===== config.mk =====
export PLATFORM = sky130hd
export DESIGN_NAME = color_cmd_decoder_flat
export DESIGN_NICKNAME = d
export VERILOG_FILES = /design/src/rtl/color_cmd_decoder_if.sv /design/src/rtl/color_cmd_decoder.sv /design/src/flat_wrapper.sv
export SDC_FILE = /design/constraint.sdc
export NUM_CORES = 1
export LEC_CHECK = 0
export ABC_AREA = 1
export ABC_CLOCK_PERIOD_IN_PS = 1740
export CAP_MARGIN = 10
export CORE_MARGIN = 3
export CORE_UTILIZATION = 35
export CTS_CLUSTER_DIAMETER = 30
export DETAILED_ROUTE_END_ITERATION = 8
export SLEW_MARGIN = 20
export SYNTH_ARGS = -nofsm -noshare
export SYNTH_HDL_FRONTEND = slang
export SYNTH_SLANG_ARGS = --single-unit

===== constraint.sdc =====
create_clock -name clk -period 1.74 [get_ports clk]
set_clock_uncertainty 0.05 [all_clocks]
set_input_delay 0.348 -clock clk [delete_from_list [all_inputs] [get_ports clk]]
set_output_delay 0.348 -clock clk [all_outputs]
set_load 0.01 [all_outputs]

===== src/rtl/color_cmd_decoder_if.sv =====
// Byte stream in from the UART receiver and the address/data write
// handshake out to the color register file.
// master: the decoder (consumes bytes, drives the write request).
// slave : the environment (drives bytes and ack, observes the request).
interface color_cmd_if;
  logic [7:0] rx_data;
  logic       rx_valid;
  logic [3:0] address;
  logic [3:0] data;
  logic       valid;
  logic       ack;

  modport master (
    input  rx_data,
    input  rx_valid,
    input  ack,
    output address,
    output data,
    output valid
  );

  modport slave (
    output rx_data,
    output rx_valid,
    output ack,
    input  address,
    input  data,
    input  valid
  );
endinterface


===== src/rtl/color_cmd_decoder.sv =====
// color_cmd_decoder: parses 4-byte frames {0x43, addr, data, checksum}
// from the UART byte stream and issues one register write per good frame
// over a valid/ack handshake. Bad, stalled or overrun frames are dropped
// and reported on a one-cycle err strobe with a sticky err_code.
module color_cmd_decoder #(
  parameter int unsigned TIMEOUT = 1_000_000,
  parameter int unsigned CNT_W   = 20
) (
  input  logic         clk,
  input  logic         rst,
  color_cmd_if.master  bus,
  output logic         err,
  output logic [1:0]   err_code
);

  typedef enum logic [2:0] {
    S_IDLE,
    S_ADDR,
    S_DATA,
    S_CHK,
    S_SEND
  } state_t;

  localparam logic [7:0]       HDR_BYTE   = 8'h43;
  localparam logic [CNT_W-1:0] CNT_LAST   = CNT_W'(TIMEOUT - 1);
  localparam logic [1:0]       E_OVERRUN  = 2'd0;
  localparam logic [1:0]       E_TIMEOUT  = 2'd1;
  localparam logic [1:0]       E_FIELD    = 2'd2;
  localparam logic [1:0]       E_CHECKSUM = 2'd3;

  // Address and data bytes carry a 4-bit value in the low nibble only.
  function automatic logic field_ok(input logic [7:0] b);
    return (b[7:4] == 4'h0);
  endfunction

  // Expected checksum for a frame built from the latched fields.
  function automatic logic [7:0] frame_chk(input logic [3:0] a,
                                           input logic [3:0] d);
    return HDR_BYTE ^ {4'h0, a} ^ {4'h0, d};
  endfunction

  state_t           state_q, state_d;
  logic [CNT_W-1:0] cnt_q, cnt_d;
  logic [3:0]       addr_sh_q, addr_sh_d;
  logic [3:0]       data_sh_q, data_sh_d;
  logic [3:0]       address_q, address_d;
  logic [3:0]       data_q, data_d;
  logic             valid_q, valid_d;
  logic             err_q, err_d;
  logic [1:0]       err_code_q, err_code_d;

  // Events decided by the next-state logic and consumed by the output logic.
  logic             in_frame;
  logic             timeout_hit;
  logic             load_req;
  logic             done_req;
  logic             fire_err;
  logic [1:0]       fire_code;

  assign in_frame    = (state_q == S_ADDR) || (state_q == S_DATA) ||
                       (state_q == S_CHK);
  assign timeout_hit = in_frame && !bus.rx_valid && (cnt_q == CNT_LAST);

  // State register and all other flops; reset drops any pending request.
  always_ff @(posedge clk or negedge rst) begin
    if (!rst) begin
      state_q    <= S_IDLE;
      cnt_q      <= '0;
      addr_sh_q  <= '0;
      data_sh_q  <= '0;
      address_q  <= '0;
      data_q     <= '0;
      valid_q    <= 1'b0;
      err_q      <= 1'b0;
      err_code_q <= '0;
    end else begin
      state_q    <= state_d;
      cnt_q      <= cnt_d;
      addr_sh_q  <= addr_sh_d;
      data_sh_q  <= data_sh_d;
      address_q  <= address_d;
      data_q     <= data_d;
      valid_q    <= valid_d;
      err_q      <= err_d;
      err_code_q <= err_code_d;
    end
  end

  // Next-state logic: frame parsing, shadow capture, timeout and error events.
  always_comb begin
    state_d   = state_q;
    addr_sh_d = addr_sh_q;
    data_sh_d = data_sh_q;
    load_req  = 1'b0;
    done_req  = 1'b0;
    fire_err  = 1'b0;
    fire_code = E_OVERRUN;

    unique case (state_q)
      S_IDLE: begin
        // Only the header byte resynchronises; anything else is noise.
        if (bus.rx_valid && (bus.rx_data == HDR_BYTE)) begin
          state_d = S_ADDR;
        end
      end

      S_ADDR: begin
        if (bus.rx_valid) begin
          if (field_ok(bus.rx_data)) begin
            addr_sh_d = bus.rx_data[3:0];
            state_d   = S_DATA;
          end else begin
            state_d   = S_IDLE;
            fire_err  = 1'b1;
            fire_code = E_FIELD;
          end
        end else if (timeout_hit) begin
          state_d   = S_IDLE;
          fire_err  = 1'b1;
          fire_code = E_TIMEOUT;
        end
      end

      S_DATA: begin
        if (bus.rx_valid) begin
          if (field_ok(bus.rx_data)) begin
            data_sh_d = bus.rx_data[3:0];
            state_d   = S_CHK;
          end else begin
            state_d   = S_IDLE;
            fire_err  = 1'b1;
            fire_code = E_FIELD;
          end
        end else if (timeout_hit) begin
          state_d   = S_IDLE;
          fire_err  = 1'b1;
          fire_code = E_TIMEOUT;
        end
      end

      S_CHK: begin
        if (bus.rx_valid) begin
          if (bus.rx_data == frame_chk(addr_sh_q, data_sh_q)) begin
            load_req = 1'b1;
            state_d  = S_SEND;
          end else begin
            state_d   = S_IDLE;
            fire_err  = 1'b1;
            fire_code = E_CHECKSUM;
          end
        end else if (timeout_hit) begin
          state_d   = S_IDLE;
          fire_err  = 1'b1;
          fire_code = E_TIMEOUT;
        end
      end

      S_SEND: begin
        // A byte arriving while a write is pending cannot be buffered.
        if (bus.rx_valid) begin
          fire_err  = 1'b1;
          fire_code = E_OVERRUN;
        end
        if (bus.ack) begin
          done_req = 1'b1;
          state_d  = S_IDLE;
        end
      end

      default: begin
        state_d = S_IDLE;
      end
    endcase

    // The idle counter only runs between bytes of a frame; any byte, any
    // exit from the frame states and the timeout itself restart it at zero.
    if (in_frame && !bus.rx_valid && !timeout_hit) begin
      cnt_d = cnt_q + CNT_W'(1);
    end else begin
      cnt_d = '0;
    end
  end

  // Output logic: register-file request and the error strobe/code.
  always_comb begin
    address_d  = address_q;
    data_d     = data_q;
    valid_d    = valid_q;
    err_d      = fire_err;
    err_code_d = err_code_q;

    if (load_req) begin
      address_d = addr_sh_q;
      data_d    = data_sh_q;
      valid_d   = 1'b1;
    end else if (done_req) begin
      valid_d   = 1'b0;
    end

    if (fire_err) begin
      err_code_d = fire_code;
    end
  end

  assign bus.address = address_q;
  assign bus.data    = data_q;
  assign bus.valid   = valid_q;
  assign err         = err_q;
  assign err_code    = err_code_q;

endmodule


===== src/flat_wrapper.sv =====
// flat-port wrapper written by rule: the top's interface ports become plain ports
module color_cmd_decoder_flat 
#(
  parameter int unsigned TIMEOUT = 1_000_000,
  parameter int unsigned CNT_W   = 20
)
  (clk, rst, err, err_code, bus_rx_data, bus_rx_valid, bus_ack, bus_address, bus_data, bus_valid);
  color_cmd_if bus_i ();
  input  logic clk;
  input  logic rst;
  output logic err;
  output logic [1:0] err_code;
  input wire logic [$bits(bus_i.rx_data)-1:0] bus_rx_data;
  input wire logic [$bits(bus_i.rx_valid)-1:0] bus_rx_valid;
  input wire logic [$bits(bus_i.ack)-1:0] bus_ack;
  output wire logic [$bits(bus_i.address)-1:0] bus_address;
  output wire logic [$bits(bus_i.data)-1:0] bus_data;
  output wire logic [$bits(bus_i.valid)-1:0] bus_valid;
  assign bus_i.rx_data = bus_rx_data;
  assign bus_i.rx_valid = bus_rx_valid;
  assign bus_i.ack = bus_ack;
  assign bus_address = bus_i.address;
  assign bus_data = bus_i.data;
  assign bus_valid = bus_i.valid;
  color_cmd_decoder #(.TIMEOUT(TIMEOUT), .CNT_W(CNT_W)) u_core (.clk(clk), .rst(rst), .bus(bus_i), .err(err), .err_code(err_code));
endmodule

==> Word-level counts from Yosys, hierarchy flattened <==
Index checks and enable logic that the tools add are counted.
{ "classes": {"n_eq_ne": 9, "bitwise": 2, "muxes": 31, "n_div": 0, "n_shift": 0, "n_reduce_logical": 15, "add_sub_neg": 1, "magnitude_cmp": 0, "n_mul": 0} }
{ "ops": {"columns": ["op", "n"], "rows": [
  ["$mux W3", 7],
  ["$add A20 B1 Y20 const B", 1],
  ["$eq A20 B20 Y1 const B", 1],
  ["$mux W20", 1],
  ["$pmux W3 S5", 1],
  ["$mux W1", 14],
  ["$mux W2", 6],
  ["$eq A8 B7 Y1 const B", 1],
  ["$eq A8 B8 Y1", 1],
  ["$xor A7 B4 Y7", 1],
  ["$eq A3 B2 Y1 const B", 2],
  ["$reduce_and A3 Y1", 2],
  ["$logic_and A1 B1 Y1", 4],
  ["$logic_not A4 Y1", 1],
  ["$pmux W2 S2", 1],
  ["$eq A3 B1 Y1 const B", 1],
  ["$eq A3 B3 Y1 const B", 1],
  ["$logic_not A3 Y1", 1],
  ["$not A2 Y3", 1],
  ["$pmux W1 S3", 1],
  ["$logic_not A1 Y1", 2],
  ["$logic_or A1 B1 Y1", 2],
  ["$ne A2 B1 Y1 const B", 1],
  ["$ne A2 B2 Y1 const B", 1],
  ["other kinds (3)", 3]
]} }
{ "word_totals": {"latch_bits": 0, "output_inout_bits": 12, "reg_bits": 43, "inputBits": 12, "mem_bits_rw": 0, "word_cells": 67, "rom_bits": 0, "memories": 0} }

==> Depth between registers and ports, before layout <==
Gate-level depths: netlist of run 1.
{ "depth": {"depth_word": 8, "ltp_mapped": 9, "depth_no_buf": 9} }

==> Worst setup path before layout of run 1 <==
No wires, ideal clock.
{ "synth_timing": {"path_type": "register to register", "start": "register u_core.cnt_q[0]", "end": "register u_core.cnt_q[13]", "setup_time_ps": 88, "period_less_slack_ps": 1546, "arrival_ps": 1408, "setup_slack_ps": 194, "stages_incl_launch_ff": 10, "path_buffers": 1, "required_ps": 1602, "cell_sequence": "dfrtp_1 -> ha_1 -> nand3_1 -> inv_1 -> nand3_1 -> nor2_1 -> nand2_1 -> nand2_1 -> buf_4 -> nor3b_1"} }
{ "synth_between": {"elab_chain_len": 5, "word_cells_on_any_way": 6, "cone_classes": "add/sub: 1; eq/ne: 1; mux: 1; reduce/logical: 3"} }
{ "synth_lines": {"columns": ["item", "line_no", "rtl"], "rows": [
  ["start, declared", "color_cmd_decoder.sv:43", "logic [CNT_W-1:0] cnt_q, cnt_d;"],
  ["start signal, assigned", "color_cmd_decoder.sv:78", "cnt_q <= cnt_d;"],
  ["parallel branches: the longest is 4 deep, another holds $add A20 B1 Y20", null, null],
  ["$mux W20 *", "color_cmd_decoder.sv:177", "if (in_frame && !bus.rx_valid && !timeout_hit) begin"],
  ["net u_core.cnt_d[13]", "color_cmd_decoder.sv:43", null]
]} }
Mark *: on every way through the listed nets, which the timed path passes.
A chain may end at the register's enable or synchronous reset.

==> Worst setup path in the final report of run 1 <==
{ "layout_timing": {"start": "register u_core.address_q[0] (netlist: u_core.bus.address[0])", "end": "output port bus_address[0]"} }
{ "layout_rtl": {"columns": ["item", "line_no", "rtl"], "rows": [
  ["start, declared", "color_cmd_decoder.sv:46", "logic [3:0] address_q, address_d;"],
  ["start signal, assigned", "color_cmd_decoder.sv:81", "address_q <= address_d;"],
  ["end, declared", "flat_wrapper.sv:16", "output wire logic [$bits(bus_i.address)-1:0] bus_address;"]
]} }
No word-level cell between the ends.

==> metrics, run 1 <==
commonest non-fill, non-tap cells in the layout=68 x nand2_1, 43 x dfrtp_1, 37 x inv_1; Final HPWL DP=3600 um; Clock transition at path regs=0.09 ns; # setup viols final=0; FP Rows=28; chip width=~86 um; combinational share of power=11.9%; Final #Nets=between 300 and 400; CTS Root Cell=clkbuf_8; CTS buffer count=5; Reg area=1080 sq um; Post-Synth Adder-Cell Area=0.559%; Slew @ Worst Pin=around 0.33 ns; largest fanout on the critical path=2; initial core utilization=36.9%; Top Ports=24; fmax=slightly above 0.6 GHz; routed vias=1,872; status=complete, no violations; Avg Vias per Cell=4.70; minimum clock period=roughly 1.6 ns; sequential share of power=55.3%; XOR/XNOR Fraction of Synth Area=roughly 3.5%; YS warnings=0; synthesized flop and latch total=43; worst hold path class=in2async; die height=86.0 um; port bufs=23; cell area after layout=2750 sq um; Mapped Nets=291; Post-route DRC=0; Leak=1.21 nW; Detail Route Antenna Nets=0; simple-gate share of the synthesized area=between 30% and 40%; largest net degree at the start of global routing=20; area occupied by multi-input gates=approximately 1000 sq um; Antenna Cells=0; RR Startpoint=u_core.cnt_q[0]; CTS tree=yes; die area=7390 sq um; delay-heaviest family, CP=buffers and inverters; sequential element share of the synthesized area=48.1%; Clock Sinks=43; vias in the first global route=1,876; share of cells above drive strength 1=approximately an eighth; slowest stage delay, CP=0.55 ns; crit start category=register; commonest non-fill, non-tap cell in the layout=nand2_1; DRT iter0 DRCs=51; Wirelength per Cell=11.5 um; Bufs on Longest Clock Path=2; CP startpoint=u_core.bus.address[0]; CTS H-Tree Depth=2; Placed Cells=around 390; CP Buf/Inv Count=1; initial antenna violation count=0; Max Cap Viol=0; WL final=approximately 4600 um; post-synthesis compound-gate area fraction=under 10%; Final WS setup=0.127 ns; post-synth cell types=28; final non-filler cell total=398; Rel. slew slack=between 70% and 80%; core area=roughly 6100 sq um; gr usage total=14.2%; CP max stage cell=clkdlybuf4s50_1; VDD IR max=0.391 mV; fillers=around 630; dpl cell area=between 2000 and 3000 sq um; CP required=roughly 1.3 ns; Pwr per Cell Area=692 nW/um^2; Clk pwr share=32.8%; pre-CTS setup slack=-0.185 ns; hold_ws=0.430 ns; worst path cell trace=clkdlybuf4s50_1; Fin. Hold Viols=0; Avg Inst Size Synth=8.05 sq um; 1st-pass router iterations=4; Setup Crit Path Kind=reg2out; total grt overflow=0; period utilization=92.7%; CP Data Arrival Time=approximately 1.2 ns; CP Capture Type=output port; P&R area growth vs syn=22.9%; P_int=1.42 mW; Worst-Skew Late Latency=0.30 ns; first-pass GRT wire length=8420 um; RSZ-0062 raised after global routing=true; switching share of power=25.3%; mux cell area share after synthesis=0%; Syn Inst Count=278; largest family of logic cells by synthesized area=simple AND/OR/NAND/NOR gates; sw power=0.482 mW; max-slew violations=0; Synth Cell Area=2240 sq um; routability congestion estimate=0.881; total chip power=1.90 mW
## cell usage after synthesis
cell / instances / area share (%)
a21boi_0: 1 / 0.34
inv_1: 37 / 6.2
ha_1: 1 / 0.56
nor3_2: 2 / 0.89
xnor2_1: 3 / 1.2
o21ai_0: 12 / 2.7
nand3_4: 1 / 0.78
nor3_1: 11 / 2.5
o21ai_1: 5 / 1.1
nand3_2: 2 / 0.89
nor2_1: 37 / 6.2
nor3b_1: 5 / 1.7
nor3b_2: 1 / 0.56
nor3_4: 1 / 0.73
nand2_2: 1 / 0.28
xor2_1: 6 / 2.3
a211oi_1: 1 / 0.34
nand2_1: 68 / 11
o311ai_0: 1 / 0.39
o21ai_2: 3 / 1.2
buf_6: 1 / 0.50
buf_4: 2 / 0.67
nor2_2: 3 / 0.84
dfrtp_1: 43 / 48
nand3_1: 22 / 4.9
nor4_4: 1 / 0.95
a21oi_1: 2 / 0.45
nand4_1: 5 / 1.4
## repair_timing
action / CTS / global route
buffers inserted: 0 / 0
endpoints found under the setup margin: 0 / 26
hold buffers: 1 / 0
hold endpoints to repair: 12 / 0
gates resized for setup: 0 / 2
## final timing paths
| check | end | slack [ns] | cells past startpoint |
|---|---|---|---|
| max in group asynchronous | u_core.cnt_q[0] | 0.65 | 3 |
| min in group clk | u_core.cnt_q[0] | 0.43 | 1 |
| min reg2reg | u_core.cnt_q[0] | 0.43 | 1 |
| max | bus_address[0] | 0.13 | 1 |
| max reg2reg | u_core.cnt_q[18] | 0.13 | 8 |
| min | u_core.cnt_q[19] | 0.43 | 2 |
## area by class of cell
type | count | area share [%]
sequential | 43 | 39.1
multi-input combinational | 195 | 36.4
timing repair buffer | 40 | 12.9
inverter | 37 | 5.05
tap | 75 | 3.41
clock buffer | 6 | 2.64
clock inverter | 2 | 0.455
## kinds of logic after synthesis
kind of cell	after synthesis
flops	43
simple gates	160
buf+inv	40
compound gates	25
xor+xnor	9
fa+ha+maj	1
## power groups by stage
stage	registers [mW]	clock network (mW)	logic [mW]
floorplan	1.08	0	0.0915
global placement	1.07	0	0.225
detailed placement	1.07	0	0.230
CTS	1.05	0.650	0.231
global route	1.06	0.690	0.260
finish	1.05	0.624	0.226
## flip-flops by register name, indices dropped and copies added, names as in the netlist
register and cells:
u_core.cnt_q 20, u_core.bus.valid 1, u_core.bus.data 4, u_core.data_sh_q 4, u_core.bus.address 4, u_core.addr_sh_q 4
u_core.err_code 2, u_core.err 1, u_core.state_q 3
## stage by stage
step	util [%]	setup TNS, ns
5_1_grt	45.4	-0.0978
2_1_floorplan	-	0
4_1_cts	45.3	0
6_report	45.4	0
3_3_place_gp	43.7	-1.76
3_5_place_dp	43.7	-2.05
## routing by layer
metal	up-vias	global-route usage, %	share of wire (%)
li1	976	-	-
met1	858	19.2	50
met2	30	22.5	45
met3	8	3.07	3.0
met4	0	4.60	1.7
met5	-	0	0
Power figures use the tool's default switching activity.
==> run 2, diff against run 1 <==
CAP_MARGIN = 20   (was 10)
SKIP_LAST_GASP = 1   (was default)
==> results of run 2 <==
Final layout, timing and power as in run 1 (identical DEF).
